**src/rtl/madd_eval_pkg.sv**
```systemverilog
// Shared constants, FSM state type and exact multiply-add reference for the
// approximate madd evaluation harnesses.
package madd_eval_pkg;

  localparam int W_OP  = 6;
  localparam int W_RES = 2 * W_OP;
  localparam int W_VEC = 3 * W_OP;
  localparam int N_VEC = 1 << W_VEC;

  // Field index of each operand inside the driven vector, in units of W_OP.
  localparam int A_FIELD = 0;
  localparam int B_FIELD = 1;
  localparam int C_FIELD = 2;

  typedef enum logic [1:0] {
    ST_IDLE  = 2'd0,
    ST_SWEEP = 2'd1,
    ST_DRAIN = 2'd2,
    ST_DONE  = 2'd3
  } state_t;

  function automatic int unsigned madd_exact(input int unsigned a,
                                             input int unsigned b,
                                             input int unsigned c);
    return a * b + c;
  endfunction

endpackage

```
**src/rtl/madd_err_sweep_accum.sv**
```systemverilog
// S2/S3 of the error pipeline: absolute difference, then count/sum/max update.
// Two-cycle latency from the S1 pair to the metrics; no backpressure.
module err_accum #(
  parameter int W_RES = 12,
  parameter int W_TAG = 18,
  parameter int W_CNT = 19,
  parameter int W_SUM = 32
) (
  input  logic             clk,
  input  logic             rst,
  input  logic             clr,
  input  logic             s1_vld,
  input  logic [W_RES-1:0] s1_approx,
  input  logic [W_RES-1:0] s1_exact,
  input  logic [W_TAG-1:0] s1_tag,
  output logic [W_CNT-1:0] err_count,
  output logic [W_SUM-1:0] err_sum,
  output logic [W_RES-1:0] err_max,
  output logic [W_TAG-1:0] err_max_vec
);

  logic signed [W_RES:0] diff_s;
  logic                  s2_vld;
  logic [W_RES-1:0]      s2_diff;
  logic [W_TAG-1:0]      s2_tag;

  assign diff_s = $signed({1'b0, s1_approx}) - $signed({1'b0, s1_exact});

  always_ff @(posedge clk or posedge rst) begin
    if (rst) begin
      s2_vld  <= 1'b0;
      s2_diff <= '0;
      s2_tag  <= '0;
    end else begin
      s2_vld  <= s1_vld & ~clr;
      s2_diff <= W_RES'(diff_s[W_RES] ? -diff_s : diff_s);
      s2_tag  <= s1_tag;
    end
  end

  // Strictly-greater compare keeps the first vector that reached the max.
  always_ff @(posedge clk or posedge rst) begin
    if (rst) begin
      err_count   <= '0;
      err_sum     <= '0;
      err_max     <= '0;
      err_max_vec <= '0;
    end else if (clr) begin
      err_count   <= '0;
      err_sum     <= '0;
      err_max     <= '0;
      err_max_vec <= '0;
    end else if (s2_vld) begin
      if (s2_diff != '0) err_count <= err_count + W_CNT'(1);
      err_sum <= err_sum + W_SUM'(s2_diff);
      if (s2_diff > err_max) begin
        err_max     <= s2_diff;
        err_max_vec <= s2_tag;
      end
    end
  end

endmodule

```
**src/rtl/madd_err_sweep.sv**
```systemverilog
// Exhaustive error sweep of an approximate a*b+c netlist with start/done handshake.
// Metrics final DUT_LAT+2 cycles after the last vector is driven; no backpressure.
module madd_err_sweep #(
  parameter int W_OP    = 6,
  parameter int W_RES   = 12,
  parameter int DUT_LAT = 0,
  parameter int W_SUM   = 32
) (
  input  logic              clk,
  input  logic              rst,
  input  logic              start,
  output logic [3*W_OP-1:0] dut_in,
  input  logic [W_RES-1:0]  dut_out,
  output logic              busy,
  output logic              done,
  output logic [3*W_OP:0]   err_count,
  output logic [W_SUM-1:0]  err_sum,
  output logic [W_RES-1:0]  err_max,
  output logic [3*W_OP-1:0] err_max_vec
);
  import madd_eval_pkg::*;

  localparam int            VW       = 3 * W_OP;
  localparam logic [VW-1:0] VEC_LAST = '1;
  localparam int            DW       = $clog2(DUT_LAT + 2);
  localparam logic [DW-1:0] DRN_LAST = DW'(DUT_LAT + 1);

  state_t           state;
  logic [VW-1:0]    vec;
  logic [DW-1:0]    dcnt;
  logic             clr;
  logic [W_OP-1:0]  op_a, op_b, op_c;
  logic [W_RES-1:0] exact_now;
  logic [W_RES-1:0] exact_d;
  logic [VW-1:0]    tag_d;
  logic             vld_d;
  logic             s1_vld;
  logic [W_RES-1:0] s1_approx, s1_exact;
  logic [VW-1:0]    s1_tag;

  assign clr    = start & (state == ST_IDLE || state == ST_DONE);
  assign busy   = (state == ST_SWEEP) || (state == ST_DRAIN);
  assign done   = (state == ST_DONE);
  assign dut_in = vec;

  always_ff @(posedge clk or posedge rst) begin
    if (rst) begin
      state <= ST_IDLE;
      vec   <= '0;
      dcnt  <= '0;
    end else begin
      case (state)
        ST_IDLE, ST_DONE: begin
          if (start) begin
            state <= ST_SWEEP;
            vec   <= '0;
          end
        end
        ST_SWEEP: begin
          if (vec == VEC_LAST) begin
            state <= ST_DRAIN;
            dcnt  <= '0;
          end else begin
            vec <= vec + VW'(1);
          end
        end
        ST_DRAIN: begin
          if (dcnt == DRN_LAST) state <= ST_DONE;
          else                  dcnt  <= dcnt + DW'(1);
        end
        default: state <= ST_IDLE;
      endcase
    end
  end

  assign op_a      = vec[A_FIELD*W_OP +: W_OP];
  assign op_b      = vec[B_FIELD*W_OP +: W_OP];
  assign op_c      = vec[C_FIELD*W_OP +: W_OP];
  assign exact_now = W_RES'(madd_exact(32'(op_a), 32'(op_b), 32'(op_c)));

  // Exact result, tag and valid ride a delay line matching the netlist depth.
  if (DUT_LAT == 0) begin : g_nodly
    assign exact_d = exact_now;
    assign tag_d   = vec;
    assign vld_d   = (state == ST_SWEEP);
  end else begin : g_dly
    logic [W_RES-1:0]   ex_sr  [DUT_LAT];
    logic [VW-1:0]      tag_sr [DUT_LAT];
    logic [DUT_LAT-1:0] vld_sr;

    always_ff @(posedge clk or posedge rst) begin
      if (rst) begin
        for (int i = 0; i < DUT_LAT; i++) begin
          ex_sr[i]  <= '0;
          tag_sr[i] <= '0;
        end
        vld_sr <= '0;
      end else begin
        ex_sr[0]  <= exact_now;
        tag_sr[0] <= vec;
        vld_sr[0] <= (state == ST_SWEEP);
        for (int i = 1; i < DUT_LAT; i++) begin
          ex_sr[i]  <= ex_sr[i-1];
          tag_sr[i] <= tag_sr[i-1];
          vld_sr[i] <= vld_sr[i-1];
        end
      end
    end

    assign exact_d = ex_sr[DUT_LAT-1];
    assign tag_d   = tag_sr[DUT_LAT-1];
    assign vld_d   = vld_sr[DUT_LAT-1];
  end

  always_ff @(posedge clk or posedge rst) begin
    if (rst) begin
      s1_vld    <= 1'b0;
      s1_approx <= '0;
      s1_exact  <= '0;
      s1_tag    <= '0;
    end else begin
      s1_vld    <= vld_d;
      s1_approx <= dut_out;
      s1_exact  <= exact_d;
      s1_tag    <= tag_d;
    end
  end

  err_accum #(
    .W_RES (W_RES),
    .W_TAG (VW),
    .W_CNT (VW + 1),
    .W_SUM (W_SUM)
  ) u_accum (
    .clk         (clk),
    .rst         (rst),
    .clr         (clr),
    .s1_vld      (s1_vld),
    .s1_approx   (s1_approx),
    .s1_exact    (s1_exact),
    .s1_tag      (s1_tag),
    .err_count   (err_count),
    .err_sum     (err_sum),
    .err_max     (err_max),
    .err_max_vec (err_max_vec)
  );

endmodule

```
**config.mk**
```make
export PLATFORM = sky130hd
export DESIGN_NAME = madd_err_sweep
export DESIGN_NICKNAME = d
export VERILOG_FILES = /design/src/rtl/madd_eval_pkg.sv /design/src/rtl/madd_err_sweep_accum.sv /design/src/rtl/madd_err_sweep.sv
export SDC_FILE = /design/constraint.sdc
export NUM_CORES = 1
export LEC_CHECK = 0
export ABC_CLOCK_PERIOD_IN_PS = 5200
export BUFFER_PORTS_ARGS = -buffer_cell sky130_fd_sc_hd__buf_2
export CAP_MARGIN = 20
export CORE_MARGIN = 3
export CORE_UTILIZATION = 53
export DETAILED_ROUTE_END_ITERATION = 12
export HOLD_SLACK_MARGIN = 0.08
export PLACE_DENSITY = 0.82
export SYNTH_ARGS = -nofsm -noshare
export SYNTH_HDL_FRONTEND = slang
export SYNTH_SLANG_ARGS = --single-unit
```
**constraint.sdc**
```tcl
create_clock -name clk -period 5.2 [get_ports clk]
set_clock_uncertainty 0.05 [all_clocks]
set_input_delay 0 -clock clk [delete_from_list [all_inputs] [get_ports clk]]
set_output_delay 0 -clock clk [all_outputs]
set_load 0.01 [all_outputs]
```
# --- Word-level counts from Yosys, hierarchy flattened ---
# Cells that the tools add are included.
# Widths: inputs -> output; s select.
word_totals:
  elab_cells: 71
  romBits: 0
  output_inout_bits: 101
  ram_bits: 0
  latch_bits: 0
  n_memories: 0
  ff_bits: 176
  in_bits: 15
op_classes:
  div_mod_pow: 0
  addsub: 7
  mul: 1
  n_mux: 22
  reduce_logical: 15
  n_lt_le_gt_ge: 1
  n_eq_ne: 8
  n_shift: 0
  n_bitwise: 3
ops:
  columns: ["op", "count"]
  rows:
  - ["$mux 18", 5]
  - ["$mux 32", 2]
  - ["$mux 19", 3]
  - ["$mux 12", 4]
  - ["$pmux 18 s2", 1]
  - ["$add 32x12->32", 1]
  - ["$add 19x1->19 const B", 1]
  - ["$add 18x1->18 const B", 1]
  - ["$eq 18x18->1 const B", 1]
  - ["$sub 12x12->13", 1]
  - ["$add 12x6->12", 1]
  - ["$gt 12x12->1", 1]
  - ["$mul 6x6->12", 1]
  - ["$neg 12->12", 1]
  - ["$reduce_bool 12->1", 1]
  - ["$reduce_bool 2->1", 5]
  - ["$mux 2", 3]
  - ["$ne 2x2->1 const B", 3]
  - ["$pmux 2 s3", 1]
  - ["$reduce_and 2->1", 3]
  - ["$reduce_and 3->1", 2]
  - ["$eq 2x2->1 const B", 2]
  - ["$and 1x1->1", 2]
  - ["$eq 2x1->1 const B", 1]
  - ["8 further kinds", 10]

# --- Logic depth before layout (Yosys ltp) ---
depth:
  depth_word: 5
  mapped_depth: 17
  depth_no_buf: 16

# --- Cells and area by module ---
# Synthesis repeated with hierarchy kept, for this count alone.
unflattened:
  hier_cells: 983
  area_unflattened_um2: 10078.4
by_module_without_submodules:
  columns: ["module", "n_inst", "cells_per_inst", "seq_area_each_um2", "area_per_inst_um2"]
  rows:
  - ["err_accum", 1, 616, 2802.7, 6187.2]
  - ["madd_err_sweep", 1, 367, 1601.5, 3891.2]

# --- Worst setup path before layout ---
# Ideal clock, no wire load.
synth_path:
  kind: "register -> register"
  start: "reg vec[3] (netlist: dut_in[3])"
  end: "reg s1_exact[11]"
  arrival_ns: 4.331
  required_ns: 5.070
  setup_time_ns: 0.080
  n_path_buf: 1
  setup_slack_ns: 0.739
  period_less_slack_ns: 4.461
  path_stages_with_launch: 18
  path_cell_list: "dfrtp_1 clkbuf_1 and2_1 fa_1 inv_1 fa_1 inv_1 fa_1 inv_1 fa_1 inv_1 ha_1 inv_1 o21bai_1 a2111oi_0 o31ai_1 a21oi_1 xnor2_1"
synth_between:
  elab_chain_cells: 2
synth_lines:
  columns: ["item", "line", "rtl"]
  rows:
  - ["start, declared", "madd_err_sweep.sv:29", "logic [VW-1:0] vec;"]
  - ["start signal, assigned", "madd_err_sweep.sv:64", "vec <= vec + VW'(1);"]
  - ["$mul 6x6->12", "madd_eval_pkg.sv:25", "return a * b + c;"]
  - ["$add 12x6->12", "madd_eval_pkg.sv:25", null]
  - ["net exact_d[11]", "madd_err_sweep.sv:34", "logic [W_RES-1:0] exact_d;"]
  - ["end signal, assigned", "madd_err_sweep.sv:124", "s1_exact <= exact_d;"]
  - ["end, declared", "madd_err_sweep.sv:38", "logic [W_RES-1:0] s1_approx, s1_exact;"]
# The timed path passes the listed nets, and every way through them passes these cells.
# A chain may end at the register's enable or synchronous reset.

# --- Final worst setup path ---
layout_path:
  start: "reg vec[8] (netlist: dut_in[8])"
  end: "reg s1_exact[11]"
# Same word-level chain as after synthesis.

==> summary.md <==
| Metric | Value |
|---|---|
| Status | finished, final reports clean |
| Placement Rows | 48 |
| Tcrit/Tclk final | 0.9010 |
| Fraction of registers with async set/reset | 1.000 |
| Max Freq | around 210 MHz |
| Worst r2r dst | s1_exact[11]$_DFF_PP0_ |
| Critical-path cell list | and2_1 > fa_1 > inv_1 > fa_1 > inv_1 > fa_1 > inv_1 > fa_1 > inv_1 > ha_1 > inv_1 > o21bai_1 > a2111oi_0 > o31ai_1 > a21oi_1 > xnor2_1 |
| Initial antenna violation count | 0 |
| Yosys cell types | 63 |
| First drt pass iteration count | 5 |
| Final instance area | 11220 um2 |
| Slew headroom | 0.2921 |
| GRT overflow | 0 |
| Final HPWL DP | 15060 um |
| Sw Ratio | 0.3754 |
| Post-layout util | 0.6374 |
| Unrepaired setup endpoints after global routing | false |
| Setup TNS | 0 ns |
| Synthesized area | ~9700 um2 |
| CP Data Required Time | 5.51 ns |
| Post-Syn Area per Cell | about 10 um2 |
| Family with the most delay on the worst path | adder cells |
| Filler cell count | around 1400 |
| Crit path top cell by count | inv_1 |
| Final setup fails | 0 |
| Cell Count, Final, Fillers Out | 1317 |
| Power density over the cells | 391.1 nW/um2 |
| Worst skew pair latency | 0.43 ns |
| Max-cap violation count | 0 |
| Crit. path cell count | 16 |
| Vias in the first global route | 7172 |
| Total GRT Usage | 0.2172 |
| FF-to-FF setup slack | about 0.5 ns |
| Nets | 1189 |
| Via Count | 7389 |
| CTS tree | built |
| H-tree Lvls | 4 |
| Min Tclk post-route | 4.685 ns |
| Crit path to | s1_exact[11]$_DFF_PP0_ |
| Slowest CP cell | a2111oi_0 |
| Post-CTS setup buffer count | 0 |
| Endpoints failing hold | 0 |
| Number of flops mapped to enable cells by yosys | 0 |
| Yosys warnings | 0 |
| Hold_buf cts | 14 |
| DR WL/cell | ~16 um |
| Global-route wire length before repair | 35180 um |
| CTS Root Cell | clkbuf_16 |
| Post-synthesis sequential area ratio | 0.4541 |
| Clock Tree Buf Depth | 2 |
| Via density | 5.610 |
| Arrival time worst endpoint | approximately 5 ns |
| Crit path launch | dut_in[8]$_DFFE_PP0P_ |
| Inst Count DP | between 1000 and 1500 |
| Die X | 141.3 um |
| CP Buf/Inv Count | 5 |
| Ratio of cells with drive above 1 in the final layout | 0.1621 |
| Internal power | 2740 uW |
| Total die area | 19960 um2 |
| Nature of the critical path startpoint | flop |
| IO buf count | 115 |
| Pin count of the biggest net entering global routing | 88 |
| Total core area | 17600 um2 |
| Net Count, Synth | 1071 |
| Comb pwr share | 0.323 |
| DRC Markers | 0 |
| Power Total | 4387 uW |
| Inserted Diodes | 0 |
| Initial DRC count | 404 |
| Sink Count | 176 |
| Crit Path Category | flop to flop |
| Worst path max stage delay | 0.60 ns |
| Final WL | 21020 um |
| CTS resizes | 0 |
| Psw | between 1500 and 2000 uW |
| Hold Path Class | primary input to flop |
| Reg2Reg Depth | 16 |
| Clk pwr share | 0.296 |
| Routability-driven placement congestion ratio | 0.8897 |
| VDD IR max | 288.2 uV |
| Critical path endpoint category | flop |
| Critical-path maximum fanout | 11 |
| Commonest register cell after synthesis | dfrtp_1 |
| Sequential share of power | 0.381 |
| Area growth from synthesis to layout | 15.65% |
| DP Area | between 10000 and 15000 um2 |
| Worst slew pin tran | about 1.1 ns |
| Cts bufs inserted | 17 |
| Initial Util | 0.5512 |
| Crit Reg-Reg Startpoint | dut_in[8]$_DFFE_PP0P_ |
| Worst-path clk slew | roughly 0.07 ns |
| Chip height | 141.3 um |
| Synth Instances | 961 |
| ANT nets after route | 0 |
| Pleak | 0.005488 uW |
| Yosys reg bits | 176 |
| Slew Viols, Final | 0 |
| Top Ports | 116 |
==> area by class of cell <==
cell class,count,area [um2],area share
Multi-Input combinational cell,673,4858,0.4331
Tap cell,225,281.5,0.02510
Sequential cell,176,4404,0.3926
Clock inverter,14,177.7,0.01584
Inverter,72,275.3,0.02454
Clock buffer,18,429.2,0.03826
Timing Repair Buffer,139,790.8,0.07050
==> synth_stat cells, types with 3 or more instances <==
cell	n	area share
o21bai_1	4	0.0031
inv_1	72	0.028
dfrtp_1	176	0.45
nand3_1	50	0.026
a2111oi_2	4	0.0062
fa_1	22	0.045
o21ai_0	51	0.026
xor2_1	28	0.025
a21oi_1	65	0.034
o21a_1	6	0.0046
ha_1	73	0.094
a21o_1	14	0.011
xnor2_1	51	0.046
o31ai_1	5	0.0039
nor3_1	12	0.0062
and4_1	3	0.0027
o21ai_1	3	0.0015
clkbuf_1	30	0.012
nor4_1	5	0.0032
and3_1	5	0.0032
nand4_1	16	0.010
buf_2	4	0.0021
mux2i_1	5	0.0052
a2111oi_0	6	0.0054
and2_1	31	0.020
buf_1	3	0.0012
nand2_1	51	0.020
a211oi_1	13	0.010
nand2b_1	4	0.0026
nor2b_1	3	0.0019
nor2_1	95	0.037
or3_1	8	0.0052
a31oi_1	6	0.0039
==> cell usage in the layout, fill, tap and decap left out, types with 6 or more instances in the layout <==
cell / synthesis / routed
fa_1: 22 / 22
o21ai_0: 51 / 51
clkbuf_16: 0 / 17
nor3_1: 12 / 12
a21o_1: 14 / 14
dlygate4sd3_1: 0 / 14
a21oi_1: 65 / 64
inv_1: 72 / 71
buf_2: 4 / 115
xnor2_1: 51 / 51
or3_1: 8 / 8
and2_1: 31 / 30
nand2_1: 51 / 51
dfrtp_1: 176 / 176
xor2_1: 28 / 28
o21a_1: 6 / 6
nand4_1: 16 / 16
a211oi_1: 13 / 13
nor2_1: 95 / 95
buf_4: 0 / 10
nand3_1: 50 / 50
a31oi_1: 6 / 6
a2111oi_0: 6 / 6
ha_1: 73 / 73
==> flip-flops by register name, summed over array words and instances, names as in the netlist <==
register             cells
dcnt                     1
dut_in                  18
s1_approx               12
s1_exact                12
s1_tag                  18
s1_vld                   1
state                    2
u_accum.err_count       19
u_accum.err_max         12
u_accum.err_max_vec     18
u_accum.err_sum         32
u_accum.s2_diff         12
u_accum.s2_tag          18
u_accum.s2_vld           1
==> kinds of logic (layout without fill, tap and decap cells) <==
group,Yosys count,after routing,share of synthesized area
AO/OA/AOI/OAI,197,197,0.1314
XOR/XNOR,79,79,0.07134
adder cells (fa/ha/maj),95,95,0.1396
buffers and inverters,112,243,0.04554
flip-flops,176,176,0.4541
multiplexers,6,6,0.006321
AND/OR/NAND/NOR,296,296,0.1517
==> power by group through the flow <==
stage / registers, uW / clock network (uW) / logic [uW]
6_report: 1670 / 1300 / 1420
3_3_place_gp: 1690 / 0 / 1350
4_1_cts: 1670 / 1320 / 1420
2_1_floorplan: 1700 / 0 / 980
3_5_place_dp: 1690 / 0 / 1400
5_1_grt: 1690 / 1380 / 1590
==> through the flow <==
stage	worst slack, ns	hold slack (ns)
finish	0.5147	0.1486
global route	0.2584	0.1362
CTS	0.5186	0.1364
detailed placement	0.5575	0.05933
global placement	0.6319	0.05872
floorplan	0.3764	-0.01857
==> how the worst min path moves through the flow <==
stage	start	end	cells past startpoint
3_5_place_dp	dut_out[7]	s1_approx[7]$_DFF_PP0_	1
4_1_cts	dut_out[9]	s1_approx[9]$_DFF_PP0_	2
2_1_floorplan	dut_out[0]	s1_approx[0]$_DFF_PP0_	0
6_report	dut_out[7]	s1_approx[7]$_DFF_PP0_	2
5_1_grt	dut_out[7]	s1_approx[7]$_DFF_PP0_	2
3_3_place_gp	dut_out[0]	s1_approx[0]$_DFF_PP0_	1
==> per-layer routing <==
| metal | GRT usage | routed length, um | up-vias |
|---|---|---|---|
| met5 | 0 | 0 | - |
| met4 | 0.06986 | 463 | 0 |
| met3 | 0.04752 | 1212 | 37 |
| met2 | 0.3464 | 10020 | 201 |
| met1 | 0.2982 | 9321 | 3606 |
| li1 | - | - | 3545 |
Power figures use the tool's default switching activity.
